## src/rtl/unscaling.sv

```systemverilog
// Quad unscaling: X * GAIN_X and Y * GAIN_Y (Q2.18) through one shared multiplier, Z passes through.
// Optional build macro UNSCALE_ROUND_EN selects round-half-up instead of floor truncation.
module unscaling #(
  parameter logic [20:0] GAIN_X = 21'h33333,
  parameter logic [20:0] GAIN_Y = 21'h44444
) (
  input  logic        clk,
  input  logic        rst,
  input  logic        in_valid,
  output logic        in_ready,
  input  logic [20:0] vtx1_X_scaled,
  input  logic [20:0] vtx1_Y_scaled,
  input  logic [20:0] vtx1_Z_scaled,
  input  logic [20:0] vtx2_X_scaled,
  input  logic [20:0] vtx2_Y_scaled,
  input  logic [20:0] vtx2_Z_scaled,
  input  logic [20:0] vtx3_X_scaled,
  input  logic [20:0] vtx3_Y_scaled,
  input  logic [20:0] vtx3_Z_scaled,
  input  logic [20:0] vtx4_X_scaled,
  input  logic [20:0] vtx4_Y_scaled,
  input  logic [20:0] vtx4_Z_scaled,
  output logic        out_valid,
  input  logic        out_ready,
  output logic [20:0] vtx1_X_raw,
  output logic [20:0] vtx1_Y_raw,
  output logic [20:0] vtx1_Z_raw,
  output logic [20:0] vtx2_X_raw,
  output logic [20:0] vtx2_Y_raw,
  output logic [20:0] vtx2_Z_raw,
  output logic [20:0] vtx3_X_raw,
  output logic [20:0] vtx3_Y_raw,
  output logic [20:0] vtx3_Z_raw,
  output logic [20:0] vtx4_X_raw,
  output logic [20:0] vtx4_Y_raw,
  output logic [20:0] vtx4_Z_raw
);

  // Handshake: a transfer happens on a rising edge where valid and ready are both 1;
  // a valid quad is held stable until it is accepted.

  typedef enum logic [1:0] {IDLE, CALC, DONE} state_t;

`ifdef UNSCALE_ROUND_EN
  localparam logic signed [41:0] RND_ADD = 42'sd131072;
`else
  localparam logic signed [41:0] RND_ADD = 42'sd0;
`endif
  localparam logic signed [41:0] SAT_MAX = 42'sd1048575;
  localparam logic signed [41:0] SAT_MIN = -42'sd1048576;

  state_t state_q, state_d;
  logic [3:0] step_q, step_d;
  logic signed [20:0] hold_x_q [4];
  logic signed [20:0] hold_y_q [4];
  logic signed [20:0] hold_z_q [4];
  logic signed [20:0] hold_x_d [4];
  logic signed [20:0] hold_y_d [4];
  logic signed [20:0] hold_z_d [4];
  logic signed [20:0] out_x_q [4];
  logic signed [20:0] out_y_q [4];
  logic signed [20:0] out_z_q [4];
  logic signed [20:0] out_x_d [4];
  logic signed [20:0] out_y_d [4];
  logic signed [20:0] out_z_d [4];
  logic signed [41:0] prod_q, prod_d;
  logic [2:0] prod_idx_q, prod_idx_d;
  logic prod_vld_q, prod_vld_d;

  logic signed [20:0] in_x [4];
  logic signed [20:0] in_y [4];
  logic signed [20:0] in_z [4];
  logic signed [20:0] coord_sel;
  logic signed [20:0] gain_sel;
  logic signed [41:0] coord_ext;
  logic signed [41:0] gain_ext;
  logic signed [41:0] p_adj;
  logic signed [41:0] r_shift;
  logic signed [20:0] r_sat;

  assign in_x[0] = vtx1_X_scaled;
  assign in_x[1] = vtx2_X_scaled;
  assign in_x[2] = vtx3_X_scaled;
  assign in_x[3] = vtx4_X_scaled;
  assign in_y[0] = vtx1_Y_scaled;
  assign in_y[1] = vtx2_Y_scaled;
  assign in_y[2] = vtx3_Y_scaled;
  assign in_y[3] = vtx4_Y_scaled;
  assign in_z[0] = vtx1_Z_scaled;
  assign in_z[1] = vtx2_Z_scaled;
  assign in_z[2] = vtx3_Z_scaled;
  assign in_z[3] = vtx4_Z_scaled;

  assign in_ready  = (state_q == IDLE);
  assign out_valid = (state_q == DONE);

  // Step counter walks 0..7 issuing v1X,v1Y..v4Y into the registered product; step 8 drains it.
  always_comb begin
    coord_sel = step_q[0] ? hold_y_q[step_q[2:1]] : hold_x_q[step_q[2:1]];
    gain_sel  = step_q[0] ? $signed(GAIN_Y) : $signed(GAIN_X);
    coord_ext = {{21{coord_sel[20]}}, coord_sel};
    gain_ext  = {{21{gain_sel[20]}}, gain_sel};
    prod_d    = coord_ext * gain_ext;

    p_adj   = prod_q + RND_ADD;
    r_shift = p_adj >>> 18;
    if (r_shift > SAT_MAX) begin
      r_sat = 21'sh0FFFFF;
    end else if (r_shift < SAT_MIN) begin
      r_sat = 21'sh100000;
    end else begin
      r_sat = r_shift[20:0];
    end
  end

  always_comb begin
    state_d    = state_q;
    step_d     = step_q;
    hold_x_d   = hold_x_q;
    hold_y_d   = hold_y_q;
    hold_z_d   = hold_z_q;
    out_x_d    = out_x_q;
    out_y_d    = out_y_q;
    out_z_d    = out_z_q;
    prod_vld_d = (state_q == CALC) && !step_q[3];
    prod_idx_d = step_q[2:0];

    if (prod_vld_q) begin
      if (prod_idx_q[0]) begin
        out_y_d[prod_idx_q[2:1]] = r_sat;
      end else begin
        out_x_d[prod_idx_q[2:1]] = r_sat;
      end
    end

    case (state_q)
      IDLE: begin
        if (in_valid) begin
          hold_x_d = in_x;
          hold_y_d = in_y;
          hold_z_d = in_z;
          step_d   = 4'd0;
          state_d  = CALC;
        end
      end
      CALC: begin
        step_d = step_q + 4'd1;
        if (step_q == 4'd8) begin
          out_z_d = hold_z_q;
          step_d  = 4'd0;
          state_d = DONE;
        end
      end
      DONE: begin
        if (out_ready) begin
          state_d = IDLE;
        end
      end
      default: state_d = IDLE;
    endcase
  end

  always_ff @(posedge clk) begin
    if (rst) begin
      state_q    <= IDLE;
      step_q     <= 4'd0;
      prod_q     <= '0;
      prod_idx_q <= 3'd0;
      prod_vld_q <= 1'b0;
      for (int i = 0; i < 4; i++) begin
        hold_x_q[i] <= '0;
        hold_y_q[i] <= '0;
        hold_z_q[i] <= '0;
        out_x_q[i]  <= '0;
        out_y_q[i]  <= '0;
        out_z_q[i]  <= '0;
      end
    end else begin
      state_q    <= state_d;
      step_q     <= step_d;
      prod_q     <= prod_d;
      prod_idx_q <= prod_idx_d;
      prod_vld_q <= prod_vld_d;
      hold_x_q   <= hold_x_d;
      hold_y_q   <= hold_y_d;
      hold_z_q   <= hold_z_d;
      out_x_q    <= out_x_d;
      out_y_q    <= out_y_d;
      out_z_q    <= out_z_d;
    end
  end

  assign vtx1_X_raw = out_x_q[0];
  assign vtx2_X_raw = out_x_q[1];
  assign vtx3_X_raw = out_x_q[2];
  assign vtx4_X_raw = out_x_q[3];
  assign vtx1_Y_raw = out_y_q[0];
  assign vtx2_Y_raw = out_y_q[1];
  assign vtx3_Y_raw = out_y_q[2];
  assign vtx4_Y_raw = out_y_q[3];
  assign vtx1_Z_raw = out_z_q[0];
  assign vtx2_Z_raw = out_z_q[1];
  assign vtx3_Z_raw = out_z_q[2];
  assign vtx4_Z_raw = out_z_q[3];

endmodule

```

## config.mk

```make
export PLATFORM = sky130hd
export DESIGN_NAME = unscaling
export DESIGN_NICKNAME = d
export VERILOG_FILES = /design/src/rtl/unscaling.sv
export SDC_FILE = /design/constraint.sdc
export NUM_CORES = 2
export LEC_CHECK = 0
export CAP_MARGIN = 20
export CORE_ASPECT_RATIO = 1.2
export CORE_MARGIN = 3
export CORE_UTILIZATION = 43
export DETAILED_ROUTE_END_ITERATION = 8
export DONT_BUFFER_PORTS = 1
export GPL_ROUTABILITY_DRIVEN = 0
export PLACE_DENSITY = 0.57
export SLEW_MARGIN = 20
export SYNTH_ARGS = -nofsm -noshare
export SYNTH_HDL_FRONTEND = slang
export SYNTH_SLANG_ARGS = --single-unit
```

## constraint.sdc

```tcl
create_clock -name clk -period 10.11 [get_ports clk]
set_input_delay 2.022 -clock clk [delete_from_list [all_inputs] [get_ports clk]]
set_output_delay 2.022 -clock clk [all_outputs]
set_load 0.1 [all_outputs]
```

======== After elaboration in Yosys (flattened, before gate mapping) ========
Index checks and enable logic that the tools add are counted.
word-level totals
  register bits ........................... 555
  latch bits .............................. 0
  bits in writable memories ............... 0
  bits in read-only memories .............. 0
  bits of input ports ..................... 256
  output and inout bits ................... 254
  logic and storage cells ................. 77
  memories kept ........................... 0
operators by class
  add/subtract/negate cells ............... 1
  multipliers ............................. 1
  divide/modulo/power cells ............... 0
  order comparisons ....................... 5
  equal/unequal tests ..................... 6
  shift-type cells ........................ 0
  mux-type cells .......................... 21
  bitwise logic cells ..................... 3
  reduce and logical (&&, ||, !) cells .... 11
operators by type and width
  cell                    number
  $bwmux W84              2
  $mux W21                8
  $bmux W21 S2            2
  $demux W21 S2           1
  $mul A21 B20 Y41        1
  $gt A23 B21 Y1 const B  1
  $lt A23 B21 Y1 const B  1
  $mux W19                1
  $reduce_and A2 Y1       5
  $mux W4                 2
  $pmux W4 S2             1
  $ge A3 B3 Y1 const B    2
  $mux W2                 3
  $not A2 Y3              2
  $pmux W2 S3             1
  $add A4 B1 Y4 const B   1
  $eq A4 B4 Y1 const B    1
  $ne A2 B1 Y1 const B    2
  $lt A3 B1 Y1 const B    1
  $reduce_and A3 Y1       1
  $eq A2 B1 Y1 const B    1
  $eq A2 B2 Y1 const B    1
  $logic_and A1 B1 Y1     2
  $logic_not A2 Y1        1
  other kinds (4)         4

======== Depth between registers and ports, before layout ========
  word-level depth ........................ 6
  depth in mapped cells ................... 31
  depth with buffers taken out ............ 27

======== Worst setup path before layout ========
Ideal clock, no wire load.
  path kind ............................... flip-flop to flip-flop
  from .................................... register step_q[2]
  to ...................................... register prod_q[34]
  setup time .............................. 123 ps
  arrival ................................. 9417 ps
  required time ........................... 9987 ps
  slack ................................... 569 ps
  stages on the path, launching flop included .. 22
  buffers on the path ..................... 2
  clock period less this slack ............ 9541 ps
  cell sequence ........................... dfxtp_1 clkbuf_1 a211oi_1 a211oi_1 inv_1 fa_1 inv_1 fa_1 fa_1 fa_1 inv_1 fa_1 inv_1 ha_1 buf_4 a21oi_2 o21ai_2 or4b_1 o21a_2 a41o_4 a41oi_2 mux2_1
on the way
  longest elaborated chain between the ends .. 6
  elaborated cells on any way between the ends .. 9
  those cells by class .................... mul (1); mux (7); bitwise (1)
ends and longest elaborated chain
  what                                          line  source
  start: declaration                            53    logic [3:0] step_q, step_d;
  start signal: assignment                      180   step_q <= step_d;
  $not A2 Y3 (implied by the code) (*)          99    coord_sel = step_q[0] ? hold_y_q[step_q[2:1]] : hold_x_q[step_q[2:1]];
  $bmux W21 S2                                  99
  $mux W21 (implied by the code) (2 in series)  99
  $mux W21 (*)                                  99
  $mul A21 B20 Y41 (*)                          103   prod_d = coord_ext * gain_ext;
  end signal: assignment                        181   prod_q <= prod_d;
  end: declaration                              66    logic signed [41:0] prod_q, prod_d;
Every way passes the cells marked *; elsewhere a longest branch is shown, timed or not. The select of a mux whose other input is x is not followed.
A chain may end at the register's enable or synchronous reset.

======== Worst setup path in the final report ========
  from .................................... register step_q[1]
  to ...................................... register prod_q[37]
Same word-level chain as after synthesis.

==> qor.csv <==
stage;metric;value;unit
synth;top_reg_cell synth;dfxtp_1;
worst_setup_path;r2r endpoint;prod_q[37];
worst_setup_path;Register-to-Register Path Depth;24;
synth;biggest area consumer among synthesized cells;dfxtp_1;
route;Final ANT Viol Nets;0;
worst_setup_path;Crit Path Max Fanout;65;
worst_setup_path;CP arrival;8.80;ns
grt;pin count of the biggest net entering global routing;549;
synth;Syn Area/Cell;8.52;sq um
cells_and_area;layout cell share with drive strength beyond 1;0.0500;
power;Peak VDD IR;247;uV
route;via count;22200;
route;DR vias/cell;5.08;
worst_setup_path;Worst Path Required;10.62;ns
clock_tree;CTS tree;yes;
worst_setup_path;R2R Setup Slk;1.82;ns
synth;asr flop ratio synth;0;
cells_and_area;Net count, final;4086;
floorplanning;Core Region;68400;sq um
floorplanning;Initial Utilization;0.435;
worst_setup_path;crit start category;register;
sta;Peak Freq;121;MHz
power;Static Leakage;14.0;nW
route;post-DR wirelength/cell;19.5;microns
sta;Finish-stage setup viols;0;
sta;final clock skew;0.0406;ns
synth;number of synthesized flops with an enable pin;0;
synth;Yosys cell types;66;
sta;max_slew headroom;0.226;
route;Routed WL;85.1;mm
worst_setup_path;Worst Path Buf+Inv;6;
clock_tree;Worst-path clk slew;0.06;ns
worst_setup_path;reg-to-reg startpoint;step_q[1];
clock_tree;Clock Tree Buf Depth;3;
route;number of DRC markers in iteration 0;1319;
sta;worst-margin pin slew;1.16;ns
worst_setup_path;Worst Setup Path Type;register to register;
job;max-cap violation count;0;
sta;Fin. Hold Viols;0;
synth;Synth top area share;0.361;
clock_tree;H-tree levels;2;
worst_setup_path;crit end category;register;
grt;initial antenna violation count;3;
min_path;Worst Hold Launch;hold_z_q[20];
grt;GRT Util Overall;0.231;
floorplanning;num ports;510;
placed_design;post-detail-place hpwl;63.4;mm
route;DR pass1 iterations;5;
sta;Final min period;8.29;ns
route;DRC violations left;0;
worst_setup_path;most used cell, CP;fa_1;
sta;Final Max Slew Viols;0;
power;PD cells;262;nW/um^2
grt;global-route wire length before repair;130;mm
worst_setup_path;cells along the critical path;mux2i_1 > a211oi_4 > buf_4 > inv_1 > nand2_1 > inv_1 > fa_1 > inv_1 > fa_1 > fa_1 > fa_1 > fa_1 > inv_1 > fa_1 > inv_1 > ha_1 > a21oi_1 > o21bai_1 > a21oi_1 > nor2_1 > a2111oi_0 > o21bai_1 > a41oi_2 > mux2_1;
grt;number of global-route vias before repair;22000;
clock_tree;cts hold-fix bufs;0;
cells_and_area;Final Cell Area;32400;sq um
synth;register bit count reported by yosys;537;
floorplanning;DIE WIDTH;246;microns
worst_setup_path;largest stage delay on the critical path;0.96;ns
sta;Tcrit/Tclk final;0.820;
status;status;complete, no violations;
synth;register area share after synthesis;0.361;
clock_tree;total CTS buffers;55;
worst_setup_path;slowest CP cell;dfxtp_4;
min_path;Hold/Removal Path Class;register to register;
synth;Mapped Cells;3491;
clock_tree;post-CTS setup buffers;0;
placed_design;Placement Cell Area;30500;sq um
floorplanning;cell row count;105;
floorplanning;die height;294;microns
min_path;Min-Delay Endpoint;vtx4_Z_raw[20];
clock_tree;worst skew pair latency;0.62;ns
min_path;Hold Path Depth;2;
placed_design;port buffer count;0;
synth;Yosys Warn Count;0;
floorplanning;DIE AREA;72400;sq um
grt;total grt overflow;0;
synth;Cell Area, Synth;29700;sq um
clock_tree;root buffer cell;clkbuf_16;
sta;RSZ-0062 raised after global routing;no;
clock_tree;clk sinks;537;
synth;Area contributors post-synth;dfxtp_1, fa_1, nand2_1;
cells_and_area;area delta synth->final;9.05;%
clock_tree;Resize count post-CTS;0;
sta;Fin Setup TNS;0;ns
worst_setup_path;Top Family by Delay on Critical Path;adder cells;
[registers in the layout, indices dropped and copies added, names as in the netlist, 23 cells and up]
| name | count |
|---|---|
| hold_y_q | 84 |
| prod_q | 23 |
| hold_z_q | 84 |
| hold_x_q | 84 |
[worst min-delay path: cells and delay by family (launching register included)]
kind / cells / cell delay [ns]
simple gates: 1 / 0.05
compound gates: 1 / 0.05
flops: 1 / 0.31
[layout by cell type (no fill, tap or decap), types with 3 or more instances in the layout]
master,n
a21oi_1,539
nand2_1,744
inv_1,341
nand4_1,7
clkinv_2,9
o21ai_1,23
nor4_1,5
o21bai_1,4
bufinv_16,5
clkbuf_16,55
a31oi_1,5
mux4_2,20
a2111oi_0,3
mux2_1,3
mux2_2,10
xnor2_1,14
and3_1,8
a21o_1,25
nor2_1,382
o21ai_0,22
dfxtp_1,535
ha_1,134
nor3_1,11
a211oi_1,25
inv_6,4
clkbuf_1,11
and2_1,13
a21oi_2,3
conb_1,45
xor2_1,6
mux2i_1,26
nor2b_1,22
nand3_1,17
buf_4,27
clkbuf_8,13
nand2b_1,4
fa_1,283
[cells by family (layout without fill, tap and decap cells)]
group / Yosys count / count (layout) / share of synthesized area
DFF: 537 / 537 / 0.361
other: 2 / 47 / 0.000252
buffers and inverters: 549 / 472 / 0.0699
muxes: 59 / 59 / 0.0288
AOI/OAI and AO/OA: 676 / 676 / 0.123
and+or+nand+nor: 1231 / 1231 / 0.163
adders and majority gates: 417 / 417 / 0.247
xor gates and xnor gates: 20 / 20 / 0.00589
[cells in the mapped netlist (2+ instances only)]
cell type / instances
nand2b_1: 4
buf_1: 13
a21o_1: 25
o21ai_0: 22
mux4_2: 20
o21ai_1: 23
nor3_1: 11
mux2_2: 10
a21oi_2: 3
clkbuf_1: 186
buf_2: 6
nand2_1: 746
a31o_2: 2
dfxtp_1: 537
and3_1: 8
o21bai_1: 4
or2_2: 2
o22ai_1: 2
xor2_1: 6
o21a_1: 2
nand4_1: 7
a41oi_2: 2
a31oi_1: 5
a211oi_1: 27
nor4_1: 5
a21oi_1: 539
nand3_1: 18
nor2_1: 383
mux2i_1: 26
mux2_1: 3
nor2b_1: 23
fa_1: 283
xnor2_1: 14
conb_1: 2
a2111oi_0: 3
inv_1: 342
ha_1: 134
and2_1: 15
[worst max-delay path by stage]
stage	startpoint	to	cells after the start
floorplan	step_q[2]	prod_q[34]	21
global placement	step_q[1]	prod_q[37]	24
detailed placement	step_q[1]	prod_q[37]	24
CTS	step_q[1]	prod_q[37]	24
global route	step_q[1]	prod_q[37]	24
finish	step_q[1]	prod_q[37]	24
[power breakdown]
group | internal, mW | switching [mW]
Sequential | 2.24 | 0.152
Combinational | 1.55 | 2.43
Clock | 1.23 | 0.877
Total | 5.03 | 3.46
[final cells by class]
class / count / area, sq um
well taps: 909 / 1140
inverters: 342 / 1280
repair buffers: 29 / 243
clock buffers: 79 / 1600
flip-flops and latches: 537 / 10800
diodes: 2 / 5.00
fillers: 6699 / 36000
clock inverters: 22 / 297
multi-input cells: 2448 / 17100
[stage by stage]
| step | power, mW | hold WS (ns) | std cells | util | setup WS [ns] |
|---|---|---|---|---|---|
| after global routing | 9.22 | 0.454 | 4368 | 0.474 | 1.10 |
| final | 8.49 | 0.443 | 4368 | 0.474 | 1.82 |
| after detailed placement | 6.44 | 0.440 | 4265 | 0.446 | 1.77 |
| after floorplan | 5.55 | 0.432 | 3534 | - | 0.569 |
| after global placement | 6.44 | 0.435 | 4265 | 0.446 | 1.91 |
| after CTS | 8.58 | 0.437 | 4366 | 0.474 | 1.76 |
[per-layer routing]
metal	track usage	part of all wire	vias to the layer above
met5	0	0	-
met1	0.283	0.40	10600
li1	-	-	10900
met3	0.0617	0.073	122
met2	0.397	0.50	567
met4	0.0679	0.027	0
No activity file was read; power rests on OpenSTA's default activity.
